**src/rtl/uart_pkg.sv**
```systemverilog
// Frame-configuration encodings and FSM state shared by the UART receive and transmit paths.
package uart_pkg;

    typedef enum logic [2:0] {
        ST_IDLE,
        ST_START,
        ST_DATA,
        ST_PARITY,
        ST_STOP1,
        ST_STOP2,
        ST_BREAK_WAIT
    } uart_state_e;

    localparam logic [2:0] DATA_BITS_5 = 3'd0;
    localparam logic [2:0] DATA_BITS_6 = 3'd1;
    localparam logic [2:0] DATA_BITS_7 = 3'd2;
    localparam logic [2:0] DATA_BITS_8 = 3'd3;
    localparam logic [2:0] DATA_BITS_9 = 3'd4;

    localparam logic PARITY_EVEN = 1'b1;
    localparam logic PARITY_ODD  = 1'b0;
    localparam logic STOP_BITS_1 = 1'b0;
    localparam logic STOP_BITS_2 = 1'b1;

    // Unassigned codes fall back to the common 8-bit frame.
    function automatic logic [3:0] num_data_bits(input logic [2:0] code);
        case (code)
            DATA_BITS_5: return 4'd5;
            DATA_BITS_6: return 4'd6;
            DATA_BITS_7: return 4'd7;
            DATA_BITS_8: return 4'd8;
            DATA_BITS_9: return 4'd9;
            default:     return 4'd8;
        endcase
    endfunction

endpackage

```
**src/rtl/uart_rx_sampler.sv**
```systemverilog
// RX input synchronizer, oversample tick counter and 3-sample majority vote around mid-bit.
module uart_rx_sampler #(
    parameter int OVERSAMPLE  = 16,
    parameter int SYNC_STAGES = 2
) (
    input  logic clk_i,
    input  logic rst_ni,
    input  logic tick_i,
    input  logic rx_i,
    input  logic hold_i,
    output logic rx_sync_o,
    output logic bit_o,
    output logic mid_o,
    output logic wrap_o
);

    localparam int TCW = $clog2(OVERSAMPLE);
    localparam logic [TCW-1:0] TC_LO   = TCW'(OVERSAMPLE / 2 - 1);
    localparam logic [TCW-1:0] TC_MID  = TCW'(OVERSAMPLE / 2);
    localparam logic [TCW-1:0] TC_HI   = TCW'(OVERSAMPLE / 2 + 1);
    localparam logic [TCW-1:0] TC_LAST = TCW'(OVERSAMPLE - 1);

    logic [SYNC_STAGES-1:0] sync_q, sync_d;
    logic [TCW-1:0]         tc_q, tc_d;
    logic                   s_lo_q, s_lo_d;
    logic                   s_mid_q, s_mid_d;
    logic                   rx_sync;

    assign rx_sync = sync_q[SYNC_STAGES-1];

    always_comb begin
        sync_d    = sync_q << 1;
        sync_d[0] = rx_i;
    end

    // Counter is parked at zero while idle so the start edge defines bit phase.
    always_comb begin
        tc_d    = tc_q;
        s_lo_d  = s_lo_q;
        s_mid_d = s_mid_q;
        if (hold_i) begin
            tc_d = '0;
        end else if (tick_i) begin
            tc_d = tc_q + 1'b1;
            if (tc_q == TC_LO)  s_lo_d  = rx_sync;
            if (tc_q == TC_MID) s_mid_d = rx_sync;
        end
    end

    always_ff @(posedge clk_i or negedge rst_ni) begin
        if (!rst_ni) begin
            sync_q  <= '1;
            tc_q    <= '0;
            s_lo_q  <= 1'b1;
            s_mid_q <= 1'b1;
        end else begin
            sync_q  <= sync_d;
            tc_q    <= tc_d;
            s_lo_q  <= s_lo_d;
            s_mid_q <= s_mid_d;
        end
    end

    assign rx_sync_o = rx_sync;
    assign mid_o     = tick_i & ~hold_i & (tc_q == TC_HI);
    assign wrap_o    = tick_i & ~hold_i & (tc_q == TC_LAST);
    assign bit_o     = (s_lo_q & s_mid_q) | (s_lo_q & rx_sync) | (s_mid_q & rx_sync);

endmodule

```
**src/rtl/uart_rx_oversampled.sv**
```systemverilog
// Oversampled UART receiver: frame FSM, error detection and one-deep host holding register.
module uart_rx_oversampled
    import uart_pkg::*;
#(
    parameter int OVERSAMPLE  = 16,
    parameter int SYNC_STAGES = 2
) (
    input  logic       Clk_In,
    input  logic       Reset_In,
    input  logic       Sample_Tick_In,
    input  logic       UART_RX,
    input  logic [2:0] UART_Num_Data_Bits_In,
    input  logic       UART_Parity_Enable_In,
    input  logic       UART_Even_Oddb_Parity_In,
    input  logic       UART_Num_Stop_Bits_In,
    input  logic       Data_Read_In,
    output logic [8:0] Data_Out,
    output logic       Data_Valid_Out,
    output logic       Parity_Error_Out,
    output logic       Framing_Error_Out,
    output logic       Overrun_Error_Out,
    output logic       Break_Detect_Out,
    output logic       RX_Busy_Indicator
);

    uart_state_e state_q;

    logic       rx_sync, vote, mid, wrap;
    logic [3:0] ndata_q;
    logic       par_en_q, even_q, two_stop_q;
    logic [3:0] bitcnt_q;
    logic [8:0] shift_q;
    logic       pbit_q;
    logic       allzero_q;
    logic       stop1_err_q;

    logic       frame_done, frame_brk, frame_ferr, frame_perr, par_sum;
    logic [8:0] frame_data;

    logic [8:0] data_q, data_d;
    logic       valid_q, valid_d;
    logic       perr_q, perr_d;
    logic       ferr_q, ferr_d;
    logic       ovr_q, ovr_d;
    logic       brk_q, brk_d;

    uart_rx_sampler #(
        .OVERSAMPLE (OVERSAMPLE),
        .SYNC_STAGES(SYNC_STAGES)
    ) u_sampler (
        .clk_i    (Clk_In),
        .rst_ni   (Reset_In),
        .tick_i   (Sample_Tick_In),
        .rx_i     (UART_RX),
        .hold_i   (state_q == ST_IDLE),
        .rx_sync_o(rx_sync),
        .bit_o    (vote),
        .mid_o    (mid),
        .wrap_o   (wrap)
    );

    // Frame completes at the mid-bit vote of the final stop bit.
    always_comb begin
        frame_done = mid & (((state_q == ST_STOP1) & ~two_stop_q) | (state_q == ST_STOP2));
        frame_brk  = allzero_q & ~vote;
        frame_ferr = stop1_err_q | ~vote;
        par_sum    = (^shift_q) ^ pbit_q;
        frame_perr = par_en_q & (even_q ? par_sum : ~par_sum);
        frame_data = frame_brk ? 9'd0 : shift_q;
    end

    always_ff @(posedge Clk_In or negedge Reset_In) begin
        if (!Reset_In) begin
            state_q     <= ST_IDLE;
            ndata_q     <= 4'd8;
            par_en_q    <= 1'b0;
            even_q      <= 1'b0;
            two_stop_q  <= 1'b0;
            bitcnt_q    <= '0;
            shift_q     <= '0;
            pbit_q      <= 1'b0;
            allzero_q   <= 1'b0;
            stop1_err_q <= 1'b0;
        end else begin
            case (state_q)
                ST_IDLE: begin
                    if (Sample_Tick_In && !rx_sync) begin
                        state_q     <= ST_START;
                        ndata_q     <= num_data_bits(UART_Num_Data_Bits_In);
                        par_en_q    <= UART_Parity_Enable_In;
                        even_q      <= (UART_Even_Oddb_Parity_In == PARITY_EVEN);
                        two_stop_q  <= (UART_Num_Stop_Bits_In == STOP_BITS_2);
                        bitcnt_q    <= '0;
                        shift_q     <= '0;
                        pbit_q      <= 1'b0;
                        allzero_q   <= 1'b1;
                        stop1_err_q <= 1'b0;
                    end
                end
                ST_START: begin
                    if (mid && vote) begin
                        state_q <= ST_IDLE;
                    end else if (wrap) begin
                        state_q <= ST_DATA;
                    end
                end
                ST_DATA: begin
                    if (mid) begin
                        shift_q[bitcnt_q] <= vote;
                        bitcnt_q          <= bitcnt_q + 4'd1;
                        if (vote) allzero_q <= 1'b0;
                    end
                    if (wrap && bitcnt_q == ndata_q) begin
                        state_q <= par_en_q ? ST_PARITY : ST_STOP1;
                    end
                end
                ST_PARITY: begin
                    if (mid) begin
                        pbit_q <= vote;
                        if (vote) allzero_q <= 1'b0;
                    end
                    if (wrap) state_q <= ST_STOP1;
                end
                ST_STOP1: begin
                    if (frame_done) begin
                        state_q <= frame_brk ? ST_BREAK_WAIT : ST_IDLE;
                    end else begin
                        if (mid) begin
                            stop1_err_q <= ~vote;
                            if (vote) allzero_q <= 1'b0;
                        end
                        if (wrap) state_q <= ST_STOP2;
                    end
                end
                ST_STOP2: begin
                    if (frame_done) state_q <= frame_brk ? ST_BREAK_WAIT : ST_IDLE;
                end
                ST_BREAK_WAIT: begin
                    if (Sample_Tick_In && rx_sync) state_q <= ST_IDLE;
                end
                default: state_q <= ST_IDLE;
            endcase
        end
    end

    // A read in the same cycle as a completion frees the slot, so no overrun.
    always_comb begin
        data_d  = data_q;
        valid_d = valid_q;
        perr_d  = perr_q;
        ferr_d  = ferr_q;
        ovr_d   = ovr_q;
        brk_d   = brk_q;
        if (frame_done) begin
            if (valid_q && !Data_Read_In) begin
                ovr_d = 1'b1;
            end else begin
                data_d  = frame_data;
                perr_d  = frame_perr;
                ferr_d  = frame_ferr;
                brk_d   = frame_brk;
                valid_d = 1'b1;
                if (Data_Read_In) ovr_d = 1'b0;
            end
        end else if (Data_Read_In) begin
            valid_d = 1'b0;
            ovr_d   = 1'b0;
        end
    end

    always_ff @(posedge Clk_In or negedge Reset_In) begin
        if (!Reset_In) begin
            data_q  <= '0;
            valid_q <= 1'b0;
            perr_q  <= 1'b0;
            ferr_q  <= 1'b0;
            ovr_q   <= 1'b0;
            brk_q   <= 1'b0;
        end else begin
            data_q  <= data_d;
            valid_q <= valid_d;
            perr_q  <= perr_d;
            ferr_q  <= ferr_d;
            ovr_q   <= ovr_d;
            brk_q   <= brk_d;
        end
    end

    assign Data_Out          = data_q;
    assign Data_Valid_Out    = valid_q;
    assign Parity_Error_Out  = perr_q;
    assign Framing_Error_Out = ferr_q;
    assign Overrun_Error_Out = ovr_q;
    assign Break_Detect_Out  = brk_q;
    assign RX_Busy_Indicator = (state_q != ST_IDLE);

endmodule

```
**config.mk**
```make
export PLATFORM = sky130hd
export DESIGN_NAME = uart_rx_oversampled
export DESIGN_NICKNAME = d
export VERILOG_FILES = /design/src/rtl/uart_pkg.sv /design/src/rtl/uart_rx_sampler.sv /design/src/rtl/uart_rx_oversampled.sv
export SDC_FILE = /design/constraint.sdc
export NUM_CORES = 1
export LEC_CHECK = 0
export CORE_MARGIN = 2
export CORE_UTILIZATION = 51
export DETAILED_ROUTE_END_ITERATION = 7
export PLACE_DENSITY = 0.8
export SYNTH_ARGS = -nofsm -noshare
export SYNTH_HDL_FRONTEND = slang
export SYNTH_SLANG_ARGS = --single-unit
```
**constraint.sdc**
```tcl
create_clock -name Clk_In -period 2.3 [get_ports Clk_In]
set_clock_uncertainty 0.2 [all_clocks]
set_input_delay 0.46 -clock Clk_In [delete_from_list [all_inputs] [get_ports Clk_In]]
set_output_delay 0.46 -clock Clk_In [all_outputs]
set_load 0.01 [all_outputs]
```
# Yosys cells after proc, flatten, opt, wreduce, memory -nomap -nowiden
# Index checks and enable logic that the tools add are counted.
# op_classes
add_sub_neg	2
n_lt_le_gt_ge	2
n_eq_ne	26
n_mux	43
bitwise_logic	20
reduce_logical	29
# ops
op	n
3-bit 2-to-1 mux	11
9-bit 2-to-1 mux	3
3-bit one-hot mux with 7 select lines	1
2-bit inequality test, second input constant	10
9-bit one-hot mux with 2 select lines	1
1-bit 2-to-1 mux	16
4-bit 2-to-1 mux	4
4-bit one-hot mux with 4 select lines	1
3-bit AND reduction	5
3-bit == test, second input constant	4
4-bit == test, second input constant	3
1-bit bitwise AND	10
2-bit nonzero test	5
9-bit bitwise mux	1
3-bit by 2-bit == test with 1-bit output, second input constant	3
9-bit XOR reduction	1
4-bit by 1-bit adder with 4-bit output, second input constant	2
4-bit one-hot mux with 2 select lines	1
7-bit AND reduction	1
3-bit by 1-bit == test with 1-bit output, second input constant	2
1-bit logical AND	6
3-bit logical NOT	2
3-bit inequality test, second input constant	2
2-bit AND reduction	3
other kinds (14)	24
# totals
register_bits	48
in_bits	11
out_inout_bits	15

# Longest topological paths before layout
# Gate-level depths: netlist of the first run.
# depth
depth_word	8
mapped_depth	9
depth_no_buf	7

# Hierarchy
# From an unflattened synthesis of the first run, not the netlist that was laid out.
# unflattened
cells_unflattened	266
hier_area_um2	2526.2
# by_module_without_submodules
mod	n_inst	cells_each	area_per_inst_um2
uart_rx_oversampled	1	234	2125.8
uart_rx_sampler	1	32	400.4

# Least setup slack after synthesis of the first run
# Ideal clock, no wire load.
# synth_path
path_type	reg-to-reg
start	register u_sampler.tc_q[1]
end	register state_q[0]
setup_ps	125
t_arrival_ps	1846
required_ps	1975
setup_slack_ps	129
path_stages_with_launch	9
path_buffers	1
cell_sequence	dfrtp_1 -> inv_1 -> ha_1 -> and4b_1 -> buf_6 -> nand2_4 -> a21o_1 -> a311oi_2 -> mux2_2
# synth_via
elab_chain_len	5
word_cells_on_any_way	16
# synth_rtl
element	line	source
start, declared	uart_rx_sampler.sv:24	logic [TCW-1:0] tc_q, tc_d;
start signal, assigned	uart_rx_sampler.sv:58	tc_q <= tc_d;
4-bit == test (on tied branches)	uart_rx_sampler.sv:65, uart_rx_sampler.sv:66	
1-bit bitwise AND (on tied branches)	uart_rx_sampler.sv:65, uart_rx_sampler.sv:66	
1-bit bitwise AND (tied with other cells)	uart_rx_oversampled.sv:64	frame_done = mid & (((state_q == ST_STOP1) & ~two_stop_q) | (state_q == ST_STOP2));
3-bit inequality test (no line) (tied with other cells)	--	
7-bit AND reduction (no line) or 3-bit one-hot mux with 7 select lines (tied branches)	--	
end signal, assigned	uart_rx_oversampled.sv:114	state_q <= par_en_q ? ST_PARITY : ST_STOP1;
end signal, assigned	uart_rx_oversampled.sv:126	state_q <= frame_brk ? ST_BREAK_WAIT : ST_IDLE;
end signal, assigned	uart_rx_oversampled.sv:136	if (frame_done) state_q <= frame_brk ? ST_BREAK_WAIT : ST_IDLE;
end, declared	uart_rx_oversampled.sv:26	uart_state_e state_q;
# Several ways; a longest one is shown, not always the timed one.
# A chain may end at the register's enable or synchronous reset.

# Worst setup path after layout of the first run
# layout_path
start	input Sample_Tick_In
end	register state_q[0]
# layout_via
elab_chain_len	5
word_cells_on_any_way	19
# layout_rtl
element	line	source
start, declared	uart_rx_oversampled.sv:10	input logic Sample_Tick_In,
1-bit bitwise AND	uart_rx_sampler.sv:65, uart_rx_sampler.sv:66	
1-bit bitwise AND (on tied branches)	uart_rx_sampler.sv:65, uart_rx_sampler.sv:66	
1-bit bitwise AND (tied with other cells)	uart_rx_oversampled.sv:64	
3-bit inequality test (no line) (tied with other cells)	--	
7-bit AND reduction (no line) or 3-bit one-hot mux with 7 select lines (tied branches)	--	
# Several ways; a longest one is shown, not always the timed one.

==> results of run 1 <==
flip-flops by register name, indices dropped and copies added, names as in the netlist, 2 cells and up:
name	count
u_sampler.tc_q	4
u_sampler.sync_q	2
ndata_q	4
Data_Out	9
state_q	3
bitcnt_q	4
shift_q	9
routing by layer:
layer	global-route usage	part of all wire	wire, um	up-vias
met5	0	0	0	-
met4	0.0667	0.018	98	0
li1	-	-	-	983
met2	0.344	0.49	2630	66
met1	0.286	0.44	2340	957
met3	0.0549	0.049	263	13
final cells by class:
type	count	area (sq um)
Clock buffer	5	68.8
Inverter	11	41.3
Clock inverter	3	46.3
Multi-Input combinational cell	178	1210
Fill cell	368	1520
Tap cell	54	67.6
Timing Repair Buffer	60	523
Sequential cell	48	1210
worst register-to-register path, delay by kind of cell (launching register included):
family                   cells  cell delay, ps
adder cells (fa/ha/maj)      1             160
flip-flops                   1             410
AO/OA/AOI/OAI                2             490
buffers and inverters        1             120
multiplexers                 1             370
AND/OR/NAND/NOR              2             310
power groups by stage:
stage | combinational (uW) | clock, uW | sequential (uW)
after floorplan | 511 | 0 | 1070
after global placement | 732 | 0 | 1110
after detailed placement | 754 | 0 | 1120
after CTS | 766 | 635 | 1110
after global routing | 938 | 671 | 1120
final | 851 | 623 | 1100
path summary, 6_finish.rpt:
path                                     startpoint             endpoint  slack, ps  cells past startpoint
worst max-delay path                 Sample_Tick_In           state_q[0]         30                      7
worst min-delay path            u_sampler.sync_q[0]  u_sampler.sync_q[1]        160                      0
worst max register to register    u_sampler.tc_q[1]           state_q[0]        130                      7
worst min register to register  u_sampler.sync_q[0]  u_sampler.sync_q[1]        160                      0
max in group asynchronous                  Reset_In    u_sampler.s_mid_q        950                      3
min in group asynchronous                  Reset_In           state_q[2]        360                      2
logic make-up after synthesis:
| family | Yosys count |
|---|---|
| buffers and inverters | 19 |
| and+or+nand+nor | 93 |
| DFF | 48 |
| xor gates and xnor gates | 20 |
| adders and majority gates | 8 |
| AOI/OAI and AO/OA | 52 |
| muxes | 5 |
stage by stage:
step / instances / hold WS, ps / setup TNS [ps]
detailed placement: 346 / 148 / -2930
finish: 359 / 161 / 0
global placement: 346 / 147 / -1930
global route: 359 / 164 / -90.8
floorplan: 245 / -35.6 / 0
CTS: 355 / 161 / 0
timing repair:
action	CTS	global route
pin swaps	0	2
hold buffers	1	0
buffers inserted	0	4
endpoints found under the hold margin	8	0
gates resized for setup	2	5
setup endpoints to repair	1	3
layout by cell type (no fill, tap or decap), drive strengths merged, types with 4 or more instances in the layout:
master | netlist | final
ha | 7 | 7
mux2 | 4 | 4
nand2b | 4 | 4
o21ai | 11 | 11
nor2 | 15 | 15
clkdlybuf4s50 | 0 | 24
xor2 | 8 | 8
a22o | 9 | 9
dfrtp | 43 | 43
nand3 | 15 | 15
xnor2 | 12 | 12
nand2 | 38 | 38
nor4 | 6 | 6
clkbuf | 4 | 5
dfstp | 5 | 5
a21oi | 14 | 14
inv | 11 | 12
buf | 4 | 35
==> impl_metrics.tcl, run 1 <==
set metrics [dict create \
    clkPwrFrac 0.242 \
    die_h_um 73.7 \
    syn_to_final_growth_pct 27.9 \
    wl_per_cell_um 14.8 \
    finalHoldViolations 0 \
    n_antenna_cell 0 \
    crit_path_start_kind "input port" \
    critPathMaxFanout 4 \
    design_area_sq_mm 0.00317 \
    synth-compound-area-share 0.144 \
    synth-seq-cells 48 \
    num_vias 2019 \
    drt_iter0_markers 167 \
    grt_max_degree 24 \
    grt-ovfl-total 0 \
    synth-main-ff-cell "dfrtp_1" \
    clock.fmax_ghz 0.440 \
    drive_gt1_frac 0.213 \
    core_sq_mm 0.00469 \
    tritoncts "yes" \
    crit_type "input port to flop" \
    dr.pass1.iters 4 \
    synth_most_common_cell "dfrtp_1" \
    synth-simple-area-share 0.203 \
    grt_pass1_vias 1893 \
    syn-cell-area_sq_mm 0.00248 \
    worst_pin_slew_ps 488 \
    final_nets 322 \
    required_ps 2290 \
    timing.final.ws_setup_ps 28.9 \
    clock_latency_ps 310 \
    finalCritPeriodShare 0.987 \
    synthTopCellsByArea "dfrtp_1 (43%), nand2_1 (5.6%), dfstp_2 (5.3%)" \
    period_needed_ps 2270 \
    comb_power_share 0.331 \
    p_sw_uw 858 \
    ys_top_cells_by_count "dfrtp_1 (43), nand2_1 (37), nand3_1 (15), a21oi_1 (14), nor2_1 (14)" \
    row_count 25 \
    numCtsBuffers 5 \
    synth-edff-count 0 \
    synth_top_area_frac 0.434 \
    yosys.area.top_type "dfrtp_1" \
    path_clk_slew_ps 80 \
    antenna_found_initial 0 \
    syn_inst 245 \
    critPathMaxStageDelay_ps 520 \
    synth_adder_area_share 0.0394 \
    grt_pass1_wl_um 8870 \
    initial_utilization 0.529 \
    cts_num_sinks 48 \
    place_area_sq_mm 0.00299 \
    status "completed" \
    rsz0062_at_grt "yes" \
    hp-class "flop to flop" \
    synth_mux_area_frac 0.0222 \
    io_buffers 25 \
    p_sw_frac 0.334 \
    critPathSlowestCell "clkdlybuf4s50_1" \
    synth_cell_types 49 \
    synth_nets 263 \
    end_kind "flop" \
    place_ws_ps -231 \
    io-pin-count 26 \
    p_total_uw 2570 \
    synth_top_family_by_area "simple AND/OR/NAND/NOR gates" \
    async_reset_ff_frac 1.00 \
    cts_htree_levels 2 \
    syn_area_per_cell_sq_um 10.1 \
    finalWeightedCongestion 0.896 \
    setup_viol 0 \
    max_cap_viol_count 0 \
    cp.arrival_ps 2260 \
    p_int_uw 1710 \
    cpLargestDelayFamily "compound AO/OA/AOI/OAI gates" \
    slew_violations 0 \
    grt.total_usage 0.215 \
    utilization 0.676 \
    wirelength_um 5330 \
    vdd_ir_drop_max_v 0.000512 \
    fp.dieW_um 73.7 \
    ant_nets 0 \
    vias_per_cell 5.62 \
    hpwlAfterDp_um 3960 \
    p_leak_uw 0.00143 \
    yosysWarnings 0 \
    worstPathBufferInverterCount 2 \
    seqPwrFrac 0.427 \
    synth_xor_area_frac 0.0706 \
    yosysSeqAreaShare 0.487 \
    dieArea_sq_mm 0.00544 \
    clk_path_buf_depth 2 \
    power_density_mw_per_mm2 811 \
    cp_cell_sequence "clkdlybuf4s50_1 > buf_4 > a21boi_0 > a22oi_1 > o21ai_1 > a311oi_2 > mux2_2" \
    cts_root_buf "clkbuf_8" \
    drc 0 \
    max_slew_margin 0.674 \
]
(Power assumes the default switching activity.)
==> run 2, diff against run 1 <==
ABC_AREA = 1   (was unset)
CORE_UTILIZATION = 55   (was 51)
PLACE_DENSITY = 0.81   (was 0.8)
clock period = 2.2 ns   (was 2.3 ns; I/O delays follow)
==> run 2 against run 1 <==
Net effect:
- synthesized cell count is 56% higher
- clock power shrank 14%
- largest cell class unchanged
- sequential power about the same
- combinational power grew 22%
- via count grew 22%
==> impl_metrics.tcl, run 2 <==
set metrics [dict create \
    synth-main-ff-cell "dfrtp_1" \
    yosysSeqAreaShare 0.426 \
    worst_pin_slew_ps 520 \
    p_total_uw 2710 \
    synth_top_family_by_area "simple AND/OR/NAND/NOR gates" \
    synth_mux_area_frac 0 \
    antenna_found_initial 0 \
    fp.dieW_um 75.8 \
    cts_num_sinks 48 \
    layout_commonest_cell "nand2_1" \
    synth_nets 399 \
    dieArea_sq_mm 0.00574 \
    cts_htree_levels 2 \
    synth-edff-count 0 \
    num_vias 2461 \
    ant_nets 0 \
    comb_power_share 0.384 \
    clock.fmax_ghz 0.500 \
    p_sw_frac 0.399 \
    critPathMaxFanout 4 \
    clkPwrFrac 0.199 \
    syn-cell-area_sq_mm 0.00283 \
    synthTopCellsByArea "dfrtp_1 (38%), nand2_1 (16%), inv_1 (6.4%)" \
    max_slew_margin 0.654 \
    seqPwrFrac 0.417 \
    wl_per_cell_um 11.1 \
    cpLargestDelayFamily "simple AND/OR/NAND/NOR gates" \
    cp.arrival_ps 2000 \
    synth_most_common_cell "nand2_1" \
    required_ps 2200 \
    grt.total_usage 0.212 \
    finalCritPeriodShare 0.909 \
    cp-startpoint "Sample_Tick_In" \
    clk_path_buf_depth 2 \
    stdcell_count 490 \
    critPathMaxStageDelay_ps 470 \
    period_needed_ps 2000 \
    grt_max_degree 27 \
    vdd_ir_drop_max_v 0.000672 \
    r2r_slack_ps 270 \
    holdWs_ps 160 \
    status "completed" \
    grt_pass1_wl_um 9320 \
    cp_cell_sequence "clkdlybuf4s50_1 > inv_1 > nor2_1 > nor2_1 > a31oi_1 > nand2_1 > nor2_2 > nand2_2 > nand2_1 > nand2_1" \
    ys_top_cells_by_count "nand2_1 (119), inv_1 (48), dfrtp_1 (43), nor2_1 (37), o21ai_1 (19)" \
    yosysWarnings 0 \
    slew_violations 0 \
    syn_area_per_cell_sq_um 7.43 \
    drt_iter0_markers 116 \
    hpwlAfterDp_um 4290 \
    synth-compound-area-share 0.0981 \
    postCtsSetupRepairBufs 0 \
    reg2reg_depth 11 \
    final_nets 437 \
    worstPathBufferInverterCount 2 \
    p_int_uw 1630 \
    max_cap_viol_count 0 \
    crit_type "input port to flop" \
    cts_root_buf "clkbuf_8" \
    rsz0062_at_grt "no" \
    r2r-start "state_q[0]" \
    syn_inst 381 \
    numCtsBuffers 5 \
    tritoncts "yes" \
    critPathSlowestCell "clkdlybuf4s50_1" \
    yosys.area.top_type "dfrtp_1" \
    timing.final.ws_setup_ps 201 \
    synth_top_area_frac 0.380 \
    drc 0 \
    drive_gt1_frac 0.119 \
    core_sq_mm 0.00504 \
    placed_cells 481 \
    synth_xor_area_frac 0.0155 \
    io-pin-count 26 \
    p_leak_uw 0.00169 \
    finalWeightedCongestion 0.909 \
    cpMostUsedCell "nand2_1" \
    mostFrequentLayoutCells "nand2_1 (118), inv_1 (48), dfrtp_1 (42)" \
    hp-class "flop to flop" \
    die_h_um 75.8 \
    end_kind "flop" \
    hold_path_depth 0 \
    synth-simple-area-share 0.341 \
    fillCellCount 446 \
    dr.pass1.iters 4 \
    p_sw_uw 1080 \
    setup_viol 0 \
    clock_latency_ps 310 \
    hp-start "u_sampler.sync_q[0]" \
    crit_path_start_kind "input port" \
    power_density_mw_per_mm2 814 \
    syn_to_final_growth_pct 17.3 \
    multi_input_area_sq_mm 0.00138 \
    finalHoldViolations 0 \
    vias_per_cell 5.02 \
    grt-ovfl-total 0 \
    io_buffers 25 \
    synth_adder_area_share 0.0309 \
    wirelength_um 5440 \
    path_clk_slew_ps 80 \
    timing.rr.end "state_q[0]" \
    seq_area_sq_mm 0.00121 \
    hold_end "u_sampler.sync_q[1]" \
    initial_utilization 0.562 \
    row_count 26 \
    synth_cell_types 37 \
    async_reset_ff_frac 1.00 \
    n_antenna_cell 0 \
    grt_pass1_vias 2176 \
    synth-seq-cells 48 \
    place_ws_ps -96.9 \
]
==> run 2: changes by cell type after synthesis, sizes merged, moves of 6 or more <==
cell,delta
inv,+40
xnor2,-11
o21ai,+25
nor2,+30
a22o,-9
nor4,-6
nand4,+10
nand2,+90
==> run 2: final cells by class <==
cell class	count	share of cell area
multi-input combinational	275	0.416
clock buffer	5	0.0207
timing repair buffer	37	0.106
tap	70	0.0264
sequential	48	0.364
inverter	52	0.0595
clock inverter	3	0.00716
==> run 2: what timing repair did <==
item,CTS,global route
endpoints found under the setup margin,1,1
resized for setup,1,3
hold buffers,1,0
endpoints found under the hold margin,20,0
==> run 2: metal layers <==
metal  up-vias  track usage  part of all wire
met5         -            0                 0
met1      1122        0.281              0.48
met2        42        0.340              0.47
met4         0       0.0721             0.012
met3         4       0.0503             0.039
li1       1293            -                 -
==> run 2: worst max-delay path by stage <==
stage                         to  slack [ps]  cells past startpoint
6_report              state_q[0]         200                     10
5_1_grt         Parity_Error_Out         120                     10
4_1_cts        RX_Busy_Indicator          20                      3
3_5_place_dp          state_q[1]        -100                     10
3_3_place_gp          state_q[1]         -30                     10
2_1_floorplan         state_q[1]         460                      9
==> run 2: logic make-up after synthesis <==
family | after synthesis
compound gates | 52
xor+xnor | 5
fa+ha+maj | 7
buf+inv | 58
flops | 48
simple gates | 211
==> run 2: power groups by stage <==
stage | registers (uW) | logic (uW) | clock network, uW
final | 1130 | 1040 | 538
after detailed placement | 1140 | 1030 | 0
after CTS | 1120 | 1040 | 556
after global placement | 1130 | 1000 | 0
after floorplan | 1110 | 785 | 0
after global routing | 1140 | 1180 | 588
==> run 2: through the flow <==
stage	setup TNS [ps]	util	cell area, sq um
global placement	-76.0	0.636	3210
detailed placement	-522	0.636	3210
finish	0	0.659	3320
global route	0	0.659	3320
CTS	0	0.657	3310
floorplan	0	-	2830
==> run 3, diff against run 2 <==
SETUP_SLACK_MARGIN = 0.02   (was unset)
==> results of run 3 <==
The final DEF is identical to that of run 2; final timing and power are the same.
==> patch 1: new RTL, settings of run 3 <==
Make the reset (`Reset_In` and `rst_ni`) synchronous in 3 clocked blocks.
--- a/src/rtl/uart_rx_sampler.sv
+++ b/src/rtl/uart_rx_sampler.sv
@@ -49,3 +49,3 @@
 
-    always_ff @(posedge clk_i or negedge rst_ni) begin
+    always_ff @(posedge clk_i) begin
         if (!rst_ni) begin
--- a/src/rtl/uart_rx_oversampled.sv
+++ b/src/rtl/uart_rx_oversampled.sv
@@ -71,3 +71,3 @@
 
-    always_ff @(posedge Clk_In or negedge Reset_In) begin
+    always_ff @(posedge Clk_In) begin
         if (!Reset_In) begin
@@ -170,3 +170,3 @@
 
-    always_ff @(posedge Clk_In or negedge Reset_In) begin
+    always_ff @(posedge Clk_In) begin
         if (!Reset_In) begin
Formal check against the unedited RTL: differs if Reset_In is asserted again (counterexample within 4 cycles, from zero or initial values and one cycle with Reset_In low); with Reset_In held inactive, the same outputs for 10 cycles.
==> patch 1 against run 3 <==
Routed wire length rose by 1.4%; sequential share of layout area fell by 4.9 points; critical endpoint is now RX_Busy_Indicator; via count fell by 2.5%; sequential cell count did not move; power fell by 19%; register-to-register slack got worse by 0.05 ns; synthesized area fell by 9.7%; die area fell by 9.2%; design area fell by 7.9%; worst setup slack got worse by 0.12 ns; critical path type is now flop to output port; global-route usage rose by 2.3 points.
==> patch 1: results (changes against run 3) <==
.. list-table::
   :header-rows: 1

   * - Metric
     - Value
   * - Status
     - finished, final reports clean
   * - Maximum cell stage delay along the critical path
     - 0.55 ns (+0.08 ns)
   * - Primary FF master, synth
     - dfxtp_1
   * - Crit-path leading delay family
     - buffers and inverters
   * - Clock latency on the worst-skew pair
     - 0.31 ns (about the same)
   * - Detailed Route Iter0 Violations
     - 137 (+18%)
   * - Vias in the first global route
     - 2212 (+1.7%)
   * - Fraction of final layout cells sized beyond drive strength 1
     - 0.107 (-0.0123)
   * - Number of nets produced by synthesis
     - 394 (-1.3%)
   * - Final Routed Wirelength
     - 5.51 mm (+1.4%)
   * - Largest cells by area after synthesis
     - dfxtp_1 (38%), nand2_1 (15%), nor2_1 (7.6%), a21oi_1 (6.1%), inv_1 (5.6%)
   * - Biggest fanout along the worst timing path
     - 6 (+2)
   * - Synth cell count leaders
     - nand2_1 (102), nor2_1 (52), dfxtp_1 (48)
   * - Final-stage net count
     - 429 (-1.8%)
   * - Peak ir drop on the vdd network
     - 0.390 mV (-42%)
   * - Final HPWL from detailed placement
     - 4.16 mm (-3.0%)
   * - Share of async-settable or async-resettable flops after synthesis
     - 0 (-1.00)
   * - Slew HR
     - 0.788 (+0.135)
   * - Sequential element share of the synthesized area
     - 0.376 (-0.0505)
   * - Detail-routed via count per cell
     - 5.17 (+2.9%)
   * - Worst min path class
     - flop to flop
   * - Standby leakage power
     - 1.34 nW (-21%)
   * - Maximum number of pins on one net before global-route repair
     - 19 (-30%)
   * - Fill cell total of the finished layout
     - 403 (-9.6%)
   * - Total routing usage reported by global routing
     - 0.234 (+0.0226)
   * - Data arrival time at the worst-slack endpoint
     - 1.47 ns (-0.53 ns)
   * - Number of distinct library cells after synthesis
     - 35 (-5.4%)
   * - Wire length of the first global-routing pass
     - 9.67 mm (+3.7%)
   * - Buffers on Ports
     - 25 (unchanged)
   * - Final Wtd Congestion
     - 0.910 (about the same)
-- patch 1: cell types whose count changed after synthesis, moves of 8 or more --
| cell | delta |
|---|---|
| a21oi_1 | +22 |
| dfrtp_1 | -43 |
| dfxtp_1 | +48 |
| inv_1 | -10 |
| nand2_1 | -17 |
| nand4_1 | -8 |
| nor2_1 | +15 |
| o21ai_1 | -16 |
-- patch 1: path summary, 6_finish.rpt --
path / start / to / slack, ns / depth (start not counted)
worst max-delay path: state_q[2] / RX_Busy_Indicator / 0.09 / 3
worst min-delay path: u_sampler.sync_q[0] / u_sampler.sync_q[1] / 0.23 / 1
worst max register to register: u_sampler.tc_q[1] / shift_q[2] / 0.22 / 11
worst min register to register: u_sampler.sync_q[0] / u_sampler.sync_q[1] / 0.23 / 1
-- patch 1: final cells by class --
| type | count | area share |
|---|---|---|
| Clock buffer | 6 | 0.0270 |
| Clock inverter | 2 | 0.0127 |
| Inverter | 43 | 0.0527 |
| Multi-Input combinational cell | 277 | 0.458 |
| Sequential cell | 48 | 0.315 |
| Tap cell | 52 | 0.0213 |
| Timing Repair Buffer | 36 | 0.113 |
-- patch 1: report_power, final --
group,internal (W),switching [W],total (W)
Combinational,0.000215,0.000344,0.000560
Sequential,0.000910,0.0000481,0.000958
Clock,0.000372,0.000314,0.000686
-- patch 1: timing repair --
item / in CTS / in global routing
setup endpoints to repair: 1 / 3
hold endpoints to repair: 0 / 0
buffers inserted: 0 / 1
pin swaps: 0 / 1
resized for setup: 4 / 1
-- patch 1: stage by stage --
| step | utilization | cell area, sq um | std cells | hold slack [ns] | setup WS [ns] |
|---|---|---|---|---|---|
| floorplan | - | 2560 | 376 | 0.193 | 0.466 |
| global placement | 0.661 | 2920 | 455 | 0.197 | -0.00124 |
| detailed placement | 0.661 | 2920 | 455 | 0.204 | -0.0396 |
| CTS | 0.690 | 3050 | 463 | 0.226 | 0.0878 |
| global route | 0.693 | 3060 | 464 | 0.261 | 0.0361 |
| finish | 0.693 | 3060 | 464 | 0.225 | 0.0851 |
-- patch 1: routing by layer --
layer / track usage / part of all wire / vias to the layer above
met4: 0.0692 / 0.011 / 0
met1: 0.315 / 0.49 / 1071
met3: 0.0458 / 0.046 / 5
met2: 0.382 / 0.45 / 55
met5: 0 / 0 / -
li1: - / - / 1268
-- patch 1: logic make-up (layout without fill, tap and decap cells) --
group	after synthesis	in the layout	synth area share
compound gates	60	60	0.133
flops	48	48	0.376
xor+xnor	10	10	0.0342
fa+ha+maj	7	7	0.0342
buf+inv	51	87	0.0797
simple gates	200	200	0.343
==> patch 2: new RTL, config.mk and constraints of run 3 <==
Made on the original files. `OVERSAMPLE` is set to 16 in 2 places; all go to 64.
--- a/src/rtl/uart_rx_sampler.sv
+++ b/src/rtl/uart_rx_sampler.sv
@@ -2,3 +2,3 @@
 module uart_rx_sampler #(
-    parameter int OVERSAMPLE  = 16,
+    parameter int OVERSAMPLE  = 64,
     parameter int SYNC_STAGES = 2
--- a/src/rtl/uart_rx_oversampled.sv
+++ b/src/rtl/uart_rx_oversampled.sv
@@ -4,3 +4,3 @@
 #(
-    parameter int OVERSAMPLE  = 16,
+    parameter int OVERSAMPLE  = 64,
     parameter int SYNC_STAGES = 2
Function: same outputs for any inputs over 10 cycles, from zero or initial values and one cycle with Reset_In low; that may be too few to reach the edited logic, so the function may still have changed.
==> patch 2 against run 3 <==
Sequential cell count rose by 2; routed wire length rose by 8.7%; worst setup slack improved by 0.020 ns; power rose by 13%; synthesized cell count did not move; synthesized area rose by 0.35%; combinational power rose by 20%; worst hold slack got worse by 0.00053 ns; design area rose by 0.41%; via count rose by 4.2%.
==> patch 2: results (changes against run 3) <==
.. list-table::
   :header-rows: 1

   * - Metric
     - Value
   * - Status
     - finished, final reports clean
   * - Synth cell count leaders
     - nand2_1 (120), inv_1 (46), dfrtp_1 (45)
   * - Met2 Routed Length
     - 2.81 mm (+11%)
   * - Met2 capacity usage during global routing
     - 0.381 (+0.0412)
   * - Final HPWL from detailed placement
     - 4.64 mm (+8.1%)
   * - Sequential share of power
     - 0.392 (-0.025)
   * - Fill cell total of the finished layout
     - 461 (+3.4%)
   * - Peak ir drop on the vdd network
     - 0.515 mV (-23%)
   * - GR met1 Demand/Resource
     - 0.317 (+0.0355)
   * - Switching share of power
     - 0.401 (+0.00204)
   * - Final total power
     - 0.00306 W (+13%)
   * - Fraction of synthesized cell area in xor and xnor cells
     - 0.00308 (-0.0124)
   * - Final-stage net count
     - 438 (+0.23%)
   * - Met3 wire length
     - 222 um (+5.2%)
   * - Wire length of the first global-routing pass
     - 10.1 mm (+8.8%)
   * - Number of detailed-routing iterations run before antenna repair
     - 5 (+1)
   * - Compound-gate portion of the synthesized area
     - 0.123 (+0.0252)
   * - Number of distinct library cells after synthesis
     - 30 (-19%)
   * - Worst-case hold slack
     - 0.160 ns (-0.000534 ns)
   * - Clk tree area frac
     - 0.0315 (+0.00364)
   * - Crit-path leading delay family
     - flip-flops
   * - Non-clk buf share
     - 0.0964 (-0.00982)
   * - Total routing usage reported by global routing
     - 0.230 (+0.0185)
   * - Worst slack at placement
     - -0.0660 ns (+0.0309 ns)
   * - Cell at the slowest stage of the critical path
     - dfrtp_2
   * - Met3 capacity usage during global routing
     - 0.0357 (-0.0146)
   * - Synthesized flop and latch total
     - 50 (+4.2%)
   * - Clock buffer count in the final layout
     - 7 (+2)
   * - Combinational gate power
     - 0.00125 W (+20%)
   * - Standby leakage power
     - 1.63 nW (-3.2%)
   * - Buffer count excluding the clock tree in the final layout
     - 35 (-5.4%)
   * - Biggest fanout along the worst timing path
     - 9 (+5)
   * - Power per standard cell area
     - 916 mW/mm^2 (+12%)
   * - Adder and majority gate portion of the synthesized area
     - 0.0308 (-0.000109)
   * - Register-to-Register Setup Slack
     - 0.23 ns (-0.04 ns)
   * - Detailed Route Iter0 Violations
     - 119 (+2.6%)
   * - Multi-input combinational area share
     - 0.411 (-0.00472)
   * - WL met1
     - 2.83 mm (+7.5%)
   * - Maximum number of pins on one net before global-route repair
     - 20 (-26%)
   * - Largest cells by area after synthesis
     - dfrtp_1 (40%), nand2_1 (16%), inv_1 (6.1%), o21ai_0 (5.1%), dfstp_2 (4.6%)
   * - Detailed-route via count
     - 2565 (+4.2%)
   * - Final Routed Wirelength
     - 5.91 mm (+8.7%)
-- patch 2: cell count changes after synthesis, sizes merged, moves of 4 or more --
| cell | before | now |
|---|---|---|
| a31oi | 1 | 6 |
| and2 | 0 | 6 |
| nand3 | 19 | 28 |
| nand4 | 12 | 4 |
| nor2 | 45 | 32 |
| o21ai | 36 | 41 |
| xor2 | 4 | 0 |
-- patch 2: worst paths after layout --
| check | from | to |
|---|---|---|
| worst max register to register | u_sampler.tc_q[1] | state_q[2] |
| worst max-delay path | state_q[2] | RX_Busy_Indicator |
| max in group asynchronous | Reset_In | u_sampler.s_lo_q |
| worst min register to register | u_sampler.sync_q[0] | u_sampler.sync_q[1] |
| min in group asynchronous | Reset_In | u_sampler.tc_q[0] |
| worst min-delay path | u_sampler.sync_q[0] | u_sampler.sync_q[1] |
-- patch 2: what timing repair did --
action	4_1_cts	5_1_grt
setup endpoints to repair	1	4
setup buffers	1	0
hold buffers	1	0
gates resized for setup	3	1
pin swaps	0	0
endpoints found under the hold margin	14	0
